===== src/rtl/uart_16550_tx_fifo.sv =====
// 16550-style transmit FIFO with first-word-fall-through head, registered flags and THRE pulse.
// Optional sticky overflow flag enabled by defining UART_TX_FIFO_OVERFLOW_EN.
module uart_16550_tx_fifo #(
  parameter int unsigned DEPTH_LOG2 = 4
) (
  input  logic                  WBs_CLK_i,
  input  logic                  WBs_RST_n_i,
  input  logic                  Tx_FIFO_Enable_i,
  input  logic                  Tx_FIFO_Flush_i,
  input  logic                  Tx_FIFO_Push_i,
  input  logic [7:0]            Tx_FIFO_DAT_i,
  input  logic                  Tx_FIFO_Pop_i,
  output logic [7:0]            Tx_FIFO_DAT_o,
  output logic [DEPTH_LOG2:0]   Tx_FIFO_Level_o,
  output logic                  Tx_FIFO_Empty_o,
  output logic                  Tx_FIFO_Full_o,
  output logic                  Tx_THRE_Pulse_o,
  output logic                  Tx_FIFO_Overflow_o
);

  localparam int unsigned DEPTH = 2**DEPTH_LOG2;

  logic [7:0]            mem [DEPTH];
  logic [DEPTH_LOG2-1:0] wr_ptr, rd_ptr;
  logic [DEPTH_LOG2:0]   level, level_nxt, cap;
  logic                  empty_q, full_q, thre_q, enable_q;
  logic                  flush, push_ok, pop_ok, empty_nxt;

  always_comb begin
    cap       = enable_q ? (DEPTH_LOG2+1)'(DEPTH) : (DEPTH_LOG2+1)'(1);
    // A mode change discards contents exactly like an explicit flush.
    flush     = Tx_FIFO_Flush_i | (Tx_FIFO_Enable_i != enable_q);
    pop_ok    = Tx_FIFO_Pop_i & ~empty_q;
    // A full FIFO still accepts a push when a pop frees the slot in the same cycle.
    push_ok   = Tx_FIFO_Push_i & (~full_q | pop_ok);
    level_nxt = level;
    if (flush)
      level_nxt = '0;
    else if (push_ok && !pop_ok)
      level_nxt = level + (DEPTH_LOG2+1)'(1);
    else if (pop_ok && !push_ok)
      level_nxt = level - (DEPTH_LOG2+1)'(1);
    empty_nxt = (level_nxt == '0);
  end

  always_ff @(posedge WBs_CLK_i) begin
    if (!WBs_RST_n_i) begin
      wr_ptr   <= '0;
      rd_ptr   <= '0;
      level    <= '0;
      empty_q  <= 1'b1;
      full_q   <= 1'b0;
      thre_q   <= 1'b0;
      enable_q <= 1'b0;
    end else begin
      enable_q <= Tx_FIFO_Enable_i;
      if (flush) begin
        wr_ptr <= '0;
        rd_ptr <= '0;
      end else begin
        if (push_ok) wr_ptr <= wr_ptr + DEPTH_LOG2'(1);
        if (pop_ok)  rd_ptr <= rd_ptr + DEPTH_LOG2'(1);
      end
      level   <= level_nxt;
      empty_q <= empty_nxt;
      full_q  <= (level_nxt == cap);
      thre_q  <= empty_nxt & ~empty_q;
    end
  end

  always_ff @(posedge WBs_CLK_i) begin
    if (WBs_RST_n_i && !flush && push_ok)
      mem[wr_ptr] <= Tx_FIFO_DAT_i;
  end

`ifdef UART_TX_FIFO_OVERFLOW_EN
  logic ovf_q;

  always_ff @(posedge WBs_CLK_i) begin
    if (!WBs_RST_n_i)
      ovf_q <= 1'b0;
    else if (flush)
      ovf_q <= 1'b0;
    else if (Tx_FIFO_Push_i && full_q && !pop_ok)
      ovf_q <= 1'b1;
  end

  assign Tx_FIFO_Overflow_o = ovf_q;
`else
  assign Tx_FIFO_Overflow_o = 1'b0;
`endif

  assign Tx_FIFO_DAT_o   = empty_q ? '0 : mem[rd_ptr];
  assign Tx_FIFO_Level_o = level;
  assign Tx_FIFO_Empty_o = empty_q;
  assign Tx_FIFO_Full_o  = full_q;
  assign Tx_THRE_Pulse_o = thre_q;

endmodule


===== config.mk =====
export PLATFORM = sky130hd
export DESIGN_NAME = uart_16550_tx_fifo
export DESIGN_NICKNAME = d
export VERILOG_FILES = /design/src/rtl/uart_16550_tx_fifo.sv
export SDC_FILE = /design/constraint.sdc
export NUM_CORES = 1
export LEC_CHECK = 0
export CORE_ASPECT_RATIO = 1.4
export CORE_UTILIZATION = 45
export CTS_BUF_LIST = sky130_fd_sc_hd__clkbuf_4 sky130_fd_sc_hd__clkbuf_8
export DETAILED_ROUTE_END_ITERATION = 16
export DONT_BUFFER_PORTS = 1
export SYNTH_ARGS = -nofsm -noshare
export SYNTH_HDL_FRONTEND = slang
export SYNTH_SLANG_ARGS = --single-unit

===== constraint.sdc =====
create_clock -name WBs_CLK_i -period 4.45 [get_ports WBs_CLK_i]
set_input_delay 0.2225 -clock WBs_CLK_i [delete_from_list [all_inputs] [get_ports WBs_CLK_i]]
set_output_delay 0.2225 -clock WBs_CLK_i [all_outputs]
set_load 0.01 [all_outputs]

==> metrics.md <==
| Metric | Value |
|---|---|
| DRT iter0 DRCs | 146 |
| Fin. max-slew vios | 0 |
| Number of enable flip-flop cells after synthesis | 128 |
| I/O pins | 31 |
| Final Non-Filler Cells | 534 |
| Global-route wire length before repair | 18300 um |
| Switching Fraction | 20.3% |
| Fin crit share | 70.1% |
| Post-Route Skew | 0.00985 ns |
| Synthesized net count | 349 |
| Internal Power | 2150 uW |
| Pin count of the biggest net entering global routing | 33 |
| CTS HTree Levels | 4 |
| Comb power frac | 2.7% |
| Synthesized cell area | 6000 um2 |
| Clock share of power | 40.8% |
| Fin util | 51.6% |
| Critical Path RT | 4.23 ns |
| Setup Buffers After CTS | 0 |
| Maximum clock rate | 320 MHz |
| Psw | 547 uW |
| Peak VDD IR | 0.223 mV |
| GR Util All Layers | 18.9% |
| Worst-skew pair later-pin latency | 0.44 ns |
| Finished Cell Area | 6680 um2 |
| Type of origin of the critical path | flip-flop |
| Post-CTS resize count | 0 |
| Height of the die | 139 um |
| Mapped Cells | 328 |
| RSZ-0062 raised after global routing | false |
| Root Driver | clkbuf_8 |
| Post-synthesis sequential area ratio | 71.0% |
| Via count | 2956 |
| Hpwl dp | 8100 um |
| Storage cell area | 4270 um2 |
| Worst Setup End Kind | output pin |
| Slew Limit Headroom | 19.4% |
| Synth Area per Inst | 18.3 um2 |
| Setup TNS | 0 ns |
| Drt drc | 0 |
| Crit path arrival time | 2.90 ns |
| Final WS setup | 1.33 ns |
| Met2 WL | 6190 um |
| Initial antenna violation count | 1 |
| CTS Hold Bufs | 10 |
| Max-cap viol count | 0 |
| Final net count | 364 |
| CTS Buffer Depth | 2 |
| Run status | finished clean |
| Area Growth Syn to Fin | 11.3% |
| Vias per cell | 5.54 |
| Hold WC Path Type | in2reg |
| Critical-path maximum fanout | 17 |
| I/O Buffers | 0 |
| Grt ovf | 0 |
| Slew @ Worst Pin | 1.20 ns |
| Row count | 49 |
| Final min period | 3.12 ns |
| Die X | 99.6 um |
| Antenna diodes | 0 |
| Area of the multi-input gates | 1620 um2 |
| Ys flop type | edfxtp_1 |
| Drt wl/cell | 22.2 um |
| Routed length on met1 | 4710 um |
| Worst-path clk slew | 0.08 ns |
| Post-synth ARST share | 0% |
| Hold Fails Final Rpt | 0 |
| Number of synthesized register bits | 149 |
| Pre-CTS setup slack | 1.44 ns |
| Fill count | 1047 |
| Die Area | 13800 um2 |
| Power per cell area | 404 nW/um2 |
| RePlAce Congestion | 0.863 |
| Vias in the first global route | 3143 |
| Placed inst area | 6150 um2 |
| CTS tree | yes |
| Inserted Clock Buffers | 17 |
| Post-DRT Antenna Nets | 0 |
| Core Area | 12900 um2 |
| WL met3 | 602 um |
| First drt pass iteration count | 4 |
| CP Class | reg2out |
| Placed Cells | 492 |
| Starting Density | 46.4% |
| Routed wire length | 11900 um |
| Final setup fails | 0 |
| Share of layout cells above drive strength 1 | 21.6% |
| Clock sinks | 149 |
| Max layer used | met5 |
| Static Leak | 0.00204 uW |
| Count of cell types in the netlist | 42 |
| Reg power frac | 56.5% |
| Ys Warns | 0 |
layout by cell type (no fill, tap or decap), drive strengths merged, types with 2 or more instances in the layout:
cell type / Yosys / routed
dlygate4sd3: 0 / 10
mux4: 40 / 40
o21ai: 2 / 2
xor2: 5 / 5
and2: 2 / 2
nand2: 12 / 12
nand3: 3 / 3
inv: 7 / 10
clkbuf: 3 / 22
clkinv: 0 / 3
nand2b: 4 / 4
bufinv: 0 / 3
a21boi: 3 / 3
xnor2: 2 / 2
and3: 3 / 3
a21oi: 3 / 3
nor2b: 11 / 11
nand4: 6 / 6
nor3: 11 / 11
edfxtp: 128 / 128
a211oi: 2 / 2
dfxtp: 21 / 21
ha: 7 / 7
buf: 13 / 2
nor2: 25 / 25
cells in the mapped netlist (all sizes together), types with 2 or more instances:
cell	instances	share of area [%]
edfxtp	128	64
mux4	40	15
nor2	25	1.6
dfxtp	21	7.0
buf	13	1.4
nand2	12	0.75
nor2b	11	1.1
nor3	11	0.92
ha	7	1.5
inv	7	0.44
nand4	6	0.63
xor2	5	0.73
nand2b	4	0.42
a21boi	3	0.38
a21oi	3	0.25
and3	3	0.31
clkbuf	3	0.19
nand3	3	0.25
a211oi	2	0.25
and2	2	0.21
o21ai	2	0.17
xnor2	2	0.29
final cells by class:
class                           instances  area share, %
Clock inverter                         10           2.19
Tap cell                              178           3.33
Timing Repair Buffer                   12           1.72
Multi-Input combinational cell        156           24.3
Inverter                                7          0.393
Clock buffer                           22           4.25
Sequential cell                       149           63.9
worst max-delay path, stage by stage, from the launching register on:
cell,delay (ns)
dfxtp_2,0.74
buf_4,0.43
mux4_2,0.60
mux4_2,0.45
nor2b_1,0.22
routing by layer:
layer  up-vias  track usage (%)
met5         -                0
met4         2             8.13
met3        30             6.00
met2        84             32.1
met1      1511             21.9
li1       1329                -
cell families after synthesis:
logic type                 Yosys count  synth area share, %
other                                1               0.0625
buffers and inverters               23                 1.98
DFF                                149                 71.0
xor gates and xnor gates             7                 1.02
and+or+nand+nor                     82                 6.90
adders and majority gates            7                 1.46
AOI/OAI and AO/OA                   17                 2.19
muxes                               42                 15.4
final timing paths:
path,slack (ns),depth (start not counted),endpoint,startpoint
setup reg to reg,1.38,5,mem[3][2],Tx_FIFO_Empty_o
hold reg to reg,0.53,2,rd_ptr[1],rd_ptr[1]
hold / removal,0.05,2,Tx_FIFO_Level_o[4],Tx_FIFO_Flush_i
setup / recovery,1.33,4,Tx_FIFO_DAT_o[3],flip-flop
power by group through the flow:
| stage | registers (uW) | logic [uW] | clock network [uW] |
|---|---|---|---|
| after floorplan | 1550 | 41.5 | 0 |
| after CTS | 1530 | 73.4 | 1120 |
| after global routing | 1530 | 80.1 | 1170 |
| after detailed placement | 1560 | 47.1 | 0 |
| after global placement | 1560 | 47.3 | 0 |
| final | 1530 | 73.5 | 1100 |
state kept, by name (all words and copies together), names as in the netlist, named ones only:
signal and count:
Tx_FIFO_Full_o 1, wr_ptr 4, Tx_FIFO_Level_o 5, mem 128, Tx_THRE_Pulse_o 1, Tx_FIFO_Empty_o 1
rd_ptr 4, enable_q 1
stage by stage:
stage	power (uW)	hold slack [ns]
after floorplan	1600	0.321
after global placement	1610	0.322
after detailed placement	1610	0.322
after CTS	2720	0.0223
after global routing	2780	0.0536
final	2700	0.0530
Note: power is estimated with default switching activity, not from simulation.
